[src/rtl/ecc_pkg.sv]
// Shared definitions for the ECC point sequencer: GF opcodes, FSM states,
// register-file indices, microprogram lengths and the microcode entry layout.
// No logic of its own; latency and backpressure do not apply.
package ecc_pkg;

   // Opcodes as seen by the GF unit's operation select
   localparam int          OP_W   = 2;
   localparam logic [1:0]  GF_ADD = 2'd0;
   localparam logic [1:0]  GF_SUB = 2'd1;
   localparam logic [1:0]  GF_MUL = 2'd2;
   localparam logic [1:0]  GF_DIV = 2'd3;

   typedef enum logic [1:0] {
      S_IDLE  = 2'd0,
      S_ISSUE = 2'd1,
      S_WAIT  = 2'd2,
      S_DONE  = 2'd3
   } state_t;

   // Register file: inputs in r0..r4, temporaries in r5..r7.
   // r6/r7 end up holding x3/y3.
   localparam int               REG_W = 3;
   localparam logic [REG_W-1:0] R_X1  = 3'd0;
   localparam logic [REG_W-1:0] R_Y1  = 3'd1;
   localparam logic [REG_W-1:0] R_X2  = 3'd2;
   localparam logic [REG_W-1:0] R_Y2  = 3'd3;
   localparam logic [REG_W-1:0] R_A   = 3'd4;
   localparam logic [REG_W-1:0] R_T5  = 3'd5;
   localparam logic [REG_W-1:0] R_T6  = 3'd6;
   localparam logic [REG_W-1:0] R_T7  = 3'd7;

   localparam int PC_W    = 4;
   localparam int ADD_LEN = 9;
   localparam int DBL_LEN = 12;

   typedef struct packed {
      logic [OP_W-1:0]  op;
      logic [REG_W-1:0] dst;
      logic [REG_W-1:0] src_a;
      logic [REG_W-1:0] src_b;
      logic             last;
   } rom_entry_t;

   function automatic rom_entry_t mk_entry(input logic [OP_W-1:0]  op,
                                           input logic [REG_W-1:0] dst,
                                           input logic [REG_W-1:0] src_a,
                                           input logic [REG_W-1:0] src_b);
      rom_entry_t e;
      e.op    = op;
      e.dst   = dst;
      e.src_a = src_a;
      e.src_b = src_b;
      e.last  = 1'b0;
      return e;
   endfunction

endpackage

[src/rtl/ecc_ucode_rom.sv]
// Microcode ROM for affine point add / double: (mode, pc) -> one GF operation.
// Purely combinational, zero latency; no flow control.
// Ports: i_mode (0 add, 1 double), i_pc; o_op, o_dst, o_src_a, o_src_b, o_last.
module ecc_ucode_rom
   import ecc_pkg::*;
(
   input  logic              i_mode,
   input  logic [PC_W-1:0]   i_pc,
   output logic [OP_W-1:0]   o_op,
   output logic [REG_W-1:0]  o_dst,
   output logic [REG_W-1:0]  o_src_a,
   output logic [REG_W-1:0]  o_src_b,
   output logic              o_last
);

   rom_entry_t e;

   always_comb begin
      e = mk_entry(GF_ADD, R_T5, R_X1, R_X1);
      if (!i_mode) begin
         // lambda = (y2-y1)/(x2-x1); x3 = l^2-x1-x2; y3 = l*(x1-x3)-y1
         case (i_pc)
            4'd0: e = mk_entry(GF_SUB, R_T5, R_Y2, R_Y1);
            4'd1: e = mk_entry(GF_SUB, R_T6, R_X2, R_X1);
            4'd2: e = mk_entry(GF_DIV, R_T5, R_T5, R_T6);
            4'd3: e = mk_entry(GF_MUL, R_T6, R_T5, R_T5);
            4'd4: e = mk_entry(GF_SUB, R_T6, R_T6, R_X1);
            4'd5: e = mk_entry(GF_SUB, R_T6, R_T6, R_X2);
            4'd6: e = mk_entry(GF_SUB, R_T7, R_X1, R_T6);
            4'd7: e = mk_entry(GF_MUL, R_T7, R_T5, R_T7);
            4'd8: e = mk_entry(GF_SUB, R_T7, R_T7, R_Y1);
            default: ;
         endcase
         e.last = (i_pc >= PC_W'(ADD_LEN - 1));
      end else begin
         // lambda = (3*x1^2 + a)/(2*y1); x3 = l^2-2*x1; y3 = l*(x1-x3)-y1
         case (i_pc)
            4'd0:  e = mk_entry(GF_MUL, R_T5, R_X1, R_X1);
            4'd1:  e = mk_entry(GF_ADD, R_T6, R_T5, R_T5);
            4'd2:  e = mk_entry(GF_ADD, R_T5, R_T6, R_T5);
            4'd3:  e = mk_entry(GF_ADD, R_T5, R_T5, R_A);
            4'd4:  e = mk_entry(GF_ADD, R_T6, R_Y1, R_Y1);
            4'd5:  e = mk_entry(GF_DIV, R_T5, R_T5, R_T6);
            4'd6:  e = mk_entry(GF_MUL, R_T6, R_T5, R_T5);
            4'd7:  e = mk_entry(GF_SUB, R_T6, R_T6, R_X1);
            4'd8:  e = mk_entry(GF_SUB, R_T6, R_T6, R_X1);
            4'd9:  e = mk_entry(GF_SUB, R_T7, R_X1, R_T6);
            4'd10: e = mk_entry(GF_MUL, R_T7, R_T5, R_T7);
            4'd11: e = mk_entry(GF_SUB, R_T7, R_T7, R_Y1);
            default: ;
         endcase
         e.last = (i_pc >= PC_W'(DBL_LEN - 1));
      end
   end

   assign o_op    = e.op;
   assign o_dst   = e.dst;
   assign o_src_a = e.src_a;
   assign o_src_b = e.src_b;
   assign o_last  = e.last;

endmodule

[src/rtl/ecc_point_ctrl.sv]
// Affine EC point add / double sequencer driving one shared GF arithmetic unit.
// Latency: 1 entry cycle + per op (ISSUE + WAIT >= 1 + unit latency) + 1 DONE cycle.
// Backpressure: i_start ignored while busy; WAIT stalls on gf_done
// (bounded by TIMEOUT_CYCLES when ECC_POINT_CTRL_TIMEOUT_EN is defined).
// Ports: i_start/i_mode/i_x1..i_y2/i_a request; o_busy/o_done/o_err/o_x3/o_y3
// result; gf_op/gf_in_0/gf_in_1/gf_start issue and gf_done/gf_result return.
module ecc_point_ctrl
   import ecc_pkg::*;
#(
   parameter int SIZE           = 32,
   parameter int TIMEOUT_CYCLES = 1024
) (
   input  logic            i_clk,
   input  logic            i_rst_n,
   input  logic            i_start,
   input  logic            i_mode,
   input  logic [SIZE-1:0] i_x1,
   input  logic [SIZE-1:0] i_y1,
   input  logic [SIZE-1:0] i_x2,
   input  logic [SIZE-1:0] i_y2,
   input  logic [SIZE-1:0] i_a,
   output logic            o_busy,
   output logic            o_done,
   output logic            o_err,
   output logic [SIZE-1:0] o_x3,
   output logic [SIZE-1:0] o_y3,
   output logic [1:0]      gf_op,
   output logic [SIZE-1:0] gf_in_0,
   output logic [SIZE-1:0] gf_in_1,
   output logic            gf_start,
   input  logic            gf_done,
   input  logic [SIZE-1:0] gf_result
);

   state_t             state, state_nxt;
   logic [PC_W-1:0]    pc, pc_nxt;
   logic               mode_q, mode_nxt;
   logic               err_nxt;
   logic [SIZE-1:0]    rf     [8];
   logic [SIZE-1:0]    rf_nxt [8];
   logic [REG_W-1:0]   dst_q;
   logic               last_q;
   logic               div0_q;

   logic [OP_W-1:0]    rom_op;
   logic [REG_W-1:0]   rom_dst, rom_src_a, rom_src_b;
   logic               rom_last;
   logic               rom_div0;

   // The ROM is addressed with the *next* pc/mode so the issue registers can
   // be loaded on the edge entering ISSUE, with rf_nxt forwarding the result
   // being written on that same edge.
   ecc_ucode_rom u_rom (
      .i_mode  (mode_nxt),
      .i_pc    (pc_nxt),
      .o_op    (rom_op),
      .o_dst   (rom_dst),
      .o_src_a (rom_src_a),
      .o_src_b (rom_src_b),
      .o_last  (rom_last)
   );

   assign rom_div0 = (rom_op == GF_DIV) && (rf_nxt[rom_src_b] == '0);

`ifdef ECC_POINT_CTRL_TIMEOUT_EN
   localparam int TW = $clog2(TIMEOUT_CYCLES) + 1;
   logic [TW-1:0] tmo_cnt;

   always_ff @(posedge i_clk or negedge i_rst_n) begin
      if (!i_rst_n) begin
         tmo_cnt <= '0;
      end else if (state == S_ISSUE) begin
         tmo_cnt <= '0;
      end else if (state == S_WAIT) begin
         tmo_cnt <= tmo_cnt + TW'(1);
      end
   end
`else
   // The timeout bound has no effect when the watchdog is compiled out.
   if (TIMEOUT_CYCLES < 1) begin : g_tmo_unused
   end
`endif

   always_comb begin
      state_nxt = state;
      pc_nxt    = pc;
      mode_nxt  = mode_q;
      err_nxt   = 1'b0;
      rf_nxt    = rf;
      case (state)
         S_IDLE: begin
            if (i_start) begin
               rf_nxt[R_X1] = i_x1;
               rf_nxt[R_Y1] = i_y1;
               rf_nxt[R_X2] = i_x2;
               rf_nxt[R_Y2] = i_y2;
               rf_nxt[R_A]  = i_a;
               mode_nxt     = i_mode;
               pc_nxt       = '0;
               state_nxt    = S_ISSUE;
            end
         end
         S_ISSUE: begin
            // gf_done is deliberately not looked at here.
            if (div0_q) begin
               err_nxt   = 1'b1;
               state_nxt = S_DONE;
            end else begin
               state_nxt = S_WAIT;
            end
         end
         S_WAIT: begin
            if (gf_done) begin
               rf_nxt[dst_q] = gf_result;
               if (last_q) begin
                  state_nxt = S_DONE;
               end else begin
                  pc_nxt    = pc + PC_W'(1);
                  state_nxt = S_ISSUE;
               end
            end
`ifdef ECC_POINT_CTRL_TIMEOUT_EN
            else if (tmo_cnt == TW'(TIMEOUT_CYCLES - 1)) begin
               err_nxt   = 1'b1;
               state_nxt = S_DONE;
            end
`endif
         end
         S_DONE: state_nxt = S_IDLE;
         default: state_nxt = S_IDLE;
      endcase
   end

   always_ff @(posedge i_clk or negedge i_rst_n) begin
      if (!i_rst_n) begin
         state    <= S_IDLE;
         pc       <= '0;
         mode_q   <= 1'b0;
         for (int i = 0; i < 8; i++) rf[i] <= '0;
         dst_q    <= '0;
         last_q   <= 1'b0;
         div0_q   <= 1'b0;
         gf_op    <= '0;
         gf_in_0  <= '0;
         gf_in_1  <= '0;
         gf_start <= 1'b0;
         o_busy   <= 1'b0;
         o_done   <= 1'b0;
         o_err    <= 1'b0;
         o_x3     <= '0;
         o_y3     <= '0;
      end else begin
         state  <= state_nxt;
         pc     <= pc_nxt;
         mode_q <= mode_nxt;
         rf     <= rf_nxt;
         o_busy <= (state_nxt != S_IDLE);
         o_done <= (state_nxt == S_DONE);

         if (state_nxt == S_ISSUE) begin
            gf_op    <= rom_op;
            gf_in_0  <= rf_nxt[rom_src_a];
            gf_in_1  <= rf_nxt[rom_src_b];
            dst_q    <= rom_dst;
            last_q   <= rom_last;
            div0_q   <= rom_div0;
            // A zero divisor means the point at infinity: never issue it.
            gf_start <= !rom_div0;
         end else begin
            gf_start <= 1'b0;
         end

         if (state_nxt == S_DONE) begin
            o_err <= err_nxt;
            // On abort the previous result stays visible.
            if (!err_nxt) begin
               o_x3 <= rf_nxt[R_T6];
               o_y3 <= rf_nxt[R_T7];
            end
         end
      end
   end

endmodule

[config.mk]
export PLATFORM = sky130hd
export DESIGN_NAME = ecc_point_ctrl
export DESIGN_NICKNAME = d
export VERILOG_FILES = /design/src/rtl/ecc_pkg.sv /design/src/rtl/ecc_ucode_rom.sv /design/src/rtl/ecc_point_ctrl.sv
export SDC_FILE = /design/constraint.sdc
export NUM_CORES = 1
export LEC_CHECK = 0
export BUFFER_PORTS_ARGS = -buffer_cell sky130_fd_sc_hd__buf_2
export CORE_UTILIZATION = 54
export CTS_BUF_LIST = sky130_fd_sc_hd__clkbuf_2
export DETAILED_ROUTE_END_ITERATION = 6
export PLACE_DENSITY = 0.85
export SETUP_SLACK_MARGIN = 0.5
export SLEW_MARGIN = 20
export SYNTH_ARGS = -nofsm -noshare
export SYNTH_HDL_FRONTEND = slang
export SYNTH_SLANG_ARGS = --single-unit
[constraint.sdc]
create_clock -name i_clk -period 3.3 [get_ports i_clk]
set_input_delay 0.33 -clock i_clk [delete_from_list [all_inputs] [get_ports i_clk]]
set_output_delay 0.33 -clock i_clk [all_outputs]
set_load 0.03 [all_outputs]
==> impl_metrics.json, run 1 <==
{
  "synth_common_cells": "nand2_1 (443), dfrtp_1 (402), nor2_1 (202)",
  "initial_core_util_pct": 55.0,
  "grt_max_degree": 88,
  "ys_ff_latch": 402,
  "grt_pass1_wl_mm": 295,
  "io_buffers": 330,
  "ys.flop_type": "dfrtp_1",
  "yosysMostFrequentCell": "nand2_1",
  "yosysSeqAreaShare_pct": 43.3,
  "synth.avg_cell_area_sq_um": 8.64,
  "synthTopCellsByArea": "dfrtp_1 (43%), nand2_1 (7.2%), o21ai_0 (4.2%)",
  "ctsLongestPathBuffers": 3,
  "synth_edf_count": 0,
  "synth_warnings": 0,
  "cts_root_buf": "clkbuf_2",
  "error_line": "[ERROR GRT-0116] Global routing finished with congestion. Check the congestion regions in the DRC Viewer.",
  "dieHeight_um": 209,
  "synth_cells": 2689,
  "synth_async_sr_flop_share_pct": 100,
  "synth_nets": 2887,
  "track_usage_pct": 91.1,
  "cts_sinks": 402,
  "synth_top_area_cell": "dfrtp_1",
  "synth_cell_types": 109,
  "dp_hpwl_mm": 89.4,
  "cts_max_level": 3,
  "die-width_um": 209,
  "grt_pass1_vias": 41746,
  "numCtsBuffers": 100,
  "overflow": 804,
  "dpl_cell_area_sq_mm": 0.0305,
  "syn-cell-area_sq_mm": 0.0232,
  "status": "stopped before the end",
  "io_pins": 331,
  "row_count": 75,
  "globalplace.congestion": 1.33,
  "dp.cells": 4023,
  "stop_stage": "global routing (5_1_grt)",
  "synth_top_cell_area_share_pct": 43.3
}
kinds of logic after synthesis:
family / Yosys count / share of synthesized area (%)
compound gates: 907 / 26.6
simple gates: 858 / 16.3
flops: 402 / 43.3
buf+inv: 371 / 6.87
mux: 149 / 6.91
xor+xnor: 1 / 0.0377
fa+ha+maj: 1 / 0.0538
layer usage:
| layer | GRT usage, % | GRT overflow |
|---|---|---|
| met3 | 85.4 | 96 |
| met1 | 89.0 | 76 |
| met4 | 89.0 | 213 |
| met5 | 75.5 | 16 |
| met2 | 100 | 403 |
what timing repair did:
item                                   in CTS
setup buffers                              79
endpoints found under the hold margin     698
setup endpoints to repair                 101
pin swaps                                  93
hold buffers                              269
resized for setup                         366
gates cloned                               12
per-stage QoR:
step	util (%)	worst slack, ps
after CTS	86.1	-358
after detailed placement	72.2	-831
after global placement	72.2	-729
after floorplan	-	27.7
==> run 2: changes to the inputs <==
--- a/config.mk
+++ b/config.mk
@@ -6,11 +6,9 @@
 export NUM_CORES = 1
 export LEC_CHECK = 0
 export BUFFER_PORTS_ARGS = -buffer_cell sky130_fd_sc_hd__buf_2
-export CORE_UTILIZATION = 54
-export CTS_BUF_LIST = sky130_fd_sc_hd__clkbuf_2
+export CORE_UTILIZATION = 40
 export DETAILED_ROUTE_END_ITERATION = 6
-export PLACE_DENSITY = 0.85
-export SETUP_SLACK_MARGIN = 0.5
+export PLACE_DENSITY_LB_ADDON = 0.15
 export SLEW_MARGIN = 20
 export SYNTH_ARGS = -nofsm -noshare
 export SYNTH_HDL_FRONTEND = slang
==> constraint.sdc (replaced) <==
create_clock -name i_clk -period 4.3 [get_ports i_clk]
set_input_delay 0.43 -clock i_clk [delete_from_list [all_inputs] [get_ports i_clk]]
set_output_delay 0.43 -clock i_clk [all_outputs]
set_load 0.03 [all_outputs]
==> impl_metrics.json, run 2 <==
{
  "status": "finished with violations",
  "violations": "DRC",
  "muxShareOfSynthArea_pct": 6.91,
  "cpLargestDelayFamily": "compound AO/OA/AOI/OAI gates",
  "crit_buf_inv": 4,
  "layout_commonest_cell": "nand2_1",
  "final_antenna_net_count": 0,
  "dpl_cell_area_sq_mm": 0.0285,
  "numCtsBuffers": 46,
  "max_clock_freq_mhz": 237,
  "path_max_fanout": 11,
  "worstSkewPairLatency_ps": 610,
  "fp.dieArea_sq_mm": 0.0591,
  "max_slew_margin_pct": 35.9,
  "worstSetupPathType": "reg -> reg",
  "synthTopCellsByArea": "dfrtp_1 (43%), nand2_1 (7.2%), o21ai_0 (4.2%)",
  "syn-cell-area_sq_mm": 0.0232,
  "synth_xor_area_share_pct": 0.0377,
  "cts_sinks": 402,
  "grt_max_degree": 103,
  "fin_skew_ps": 16.3,
  "synth_top_area_cell": "dfrtp_1",
  "ys_ff_latch": 402,
  "vias": 25994,
  "worst_pin_slew_ps": 961,
  "cts_max_level": 2,
  "synth_common_cells": "nand2_1 (443), dfrtp_1 (402), nor2_1 (202)",
  "dieHeight_um": 243,
  "synth_cells": 2689,
  "cts_root_buf": "clkbuf_16",
  "yosysSeqAreaShare_pct": 43.3,
  "grt_pass1_vias": 24615,
  "synth_compound_area_share_pct": 26.6,
  "finalCriticalPeriod_ps": 4220,
  "wl_per_cell_um": 32.7,
  "synth.avg_cell_area_sq_um": 8.64,
  "track_usage_pct": 43.8,
  "synth_top_family_by_area": "compound AO/OA/AOI/OAI gates",
  "cpPeakStageDelay_ps": 460,
  "setup_viol": 0,
  "synth_nets": 2887,
  "cp.required_ps": 4780,
  "grt_pass1_wl_mm": 184,
  "drc": 2,
  "syn_to_final_growth_pct": 30.4,
  "io_buffers": 330,
  "drt-pass1-iter-count": 7,
  "drt-total-wl_mm": 132,
  "whs_ps": 117,
  "clk_pin_slew_ps": 60,
  "synth_warnings": 0,
  "viasPerCell": 6.42,
  "io_pins": 331,
  "finalCritPeriodShare_pct": 98.1,
  "grt_setup_unrepaired": "true",
  "synth_cell_types": 109,
  "crit_chain": "and4bb_2 -> buf_4 -> a21oi_1 -> a21oi_1 -> o21ai_0 -> o41ai_2 -> buf_4 -> nor2_1 -> buf_12 -> nand2_1 -> a211oi_1 -> o2bb2ai_1 -> buf_4 -> nor4_1 -> nand4_1 -> and2_1",
  "row_count": 87,
  "synth_top_cell_area_share_pct": 43.3,
  "arrival_ps": 4700,
  "die-width_um": 243,
  "largest_reg_flops": 256,
  "synth_async_sr_flop_share_pct": 100,
  "dr.first_iter.drc_count": 3943,
  "final_util_pct": 53.2,
  "fin_area_sq_mm": 0.0303,
  "ctsLongestPathBuffers": 3,
  "ys.flop_type": "dfrtp_1",
  "hold_violations": 0,
  "cpMostUsedCell": "buf_4",
  "dp_hpwl_mm": 102,
  "cap_violations": 0,
  "drive_gt1_share_pct": 30.4,
  "slew_viol_final": 0,
  "crit_path_top_delay_cell": "dfrtp_2",
  "initial_core_util_pct": 40.8,
  "overflow": 0,
  "antenna_found_initial": 14,
  "yosys.area_share.simple_pct": 16.3,
  "layout_common_cells": "nand2_1 (442), dfrtp_1 (400), buf_4 (390)",
  "powerDensity_mw_per_mm2": 1090,
  "p_leak_uw": 0.0142,
  "synthAdderAreaFrac_pct": 0.0538,
  "largest_register": "rf",
  "nNetsFinal": 3454,
  "start_kind": "register",
  "fp.coreArea_sq_mm": 0.0569,
  "cts_tree": "done",
  "power.total_uw": 33000,
  "yosysMostFrequentCell": "nand2_1",
  "cp-end-kind": "register",
  "min_path_type": "in -> reg",
  "globalplace.congestion": 1.04,
  "ir_drop_mv": 0.590,
  "synth_edf_count": 0
}
==> run 2: cell type report <==
class	instances	area, sq um
Fill cell	5335	26600
Multi-Input combinational cell	1917	11800
Sequential cell	402	10100
Timing Repair Buffer	763	5410
Clock buffer	64	1320
Tap cell	756	946
Inverter	126	475
Clock inverter	19	241
Antenna cell	1	2.50
==> run 2: worst register-to-register path, stage by stage, from the launching register on <==
cell and delay (ps):
dfrtp_2 460, and4bb_2 320, buf_4 180, a21oi_1 410, a21oi_1 70, o21ai_0 350, o41ai_2 180, buf_4 170
nor2_1 200, buf_12 200, nand2_1 210, a211oi_1 320, o2bb2ai_1 250, buf_4 220, nor4_1 210, nand4_1 160
and2_1 190
==> run 2: final timing paths <==
kind,startpoint,to,slack (ps),cells past startpoint
max,state[0]$_DFF_PN0_,gf_start$_DFF_PN0_,80,16
max reg2reg,state[0]$_DFF_PN0_,gf_start$_DFF_PN0_,80,16
min reg2reg,gf_in_0[13]$_DFFE_PN0P_,gf_in_0[13]$_DFFE_PN0P_,470,2
max in group asynchronous,i_rst_n,o_y3[26]$_DFFE_PN0P_,2750,3
min,i_y2[26],rf[154]$_DFF_PN0_,120,3
min in group asynchronous,i_rst_n,o_y3[9]$_DFFE_PN0P_,500,2
==> run 2: per-layer routing <==
layer	up-vias	GRT usage (%)	routed length, um
met5	-	0	79
met4	12	21.6	7780
met3	352	11.7	15500
met2	1805	62.1	54300
met1	12897	61.1	54700
li1	10928	-	-
==> run 2: kinds of logic after synthesis <==
kind of cell,after synthesis
multiplexers,149
XOR/XNOR,1
buffers and inverters,371
adder cells (fa/ha/maj),1
AO/OA/AOI/OAI,907
AND/OR/NAND/NOR,858
flip-flops,402
==> run 2: per-stage QoR <==
stage / setup WS (ps) / TNS (ps) / std cells
6_report: 82.1 / 0 / 4048
5_1_grt: -74.5 / -80.3 / 4047
3_3_place_gp: -238 / -402 / 3954
2_1_floorplan: 739 / 0 / 2689
4_1_cts: -14.3 / -14.3 / 4038
3_5_place_dp: -284 / -510 / 3954
==> run 2: where the power goes <==
part | switching (uW) | internal [uW]
Combinational | 15000 | 8090
Clock | 1730 | 2390
Sequential | 612 | 5240
Total | 17300 | 15700
==> run 2: what timing repair did <==
| action | CTS | global route |
|---|---|---|
| hold buffers | 1 | 0 |
| resized for setup | 3 | 25 |
| setup buffers | 0 | 8 |
| cloned | 0 | 1 |
| hold endpoints to repair | 96 | 0 |
| pin swaps | 0 | 8 |
| endpoints found under the setup margin | 3 | 8 |
(Power assumes the default switching activity.)
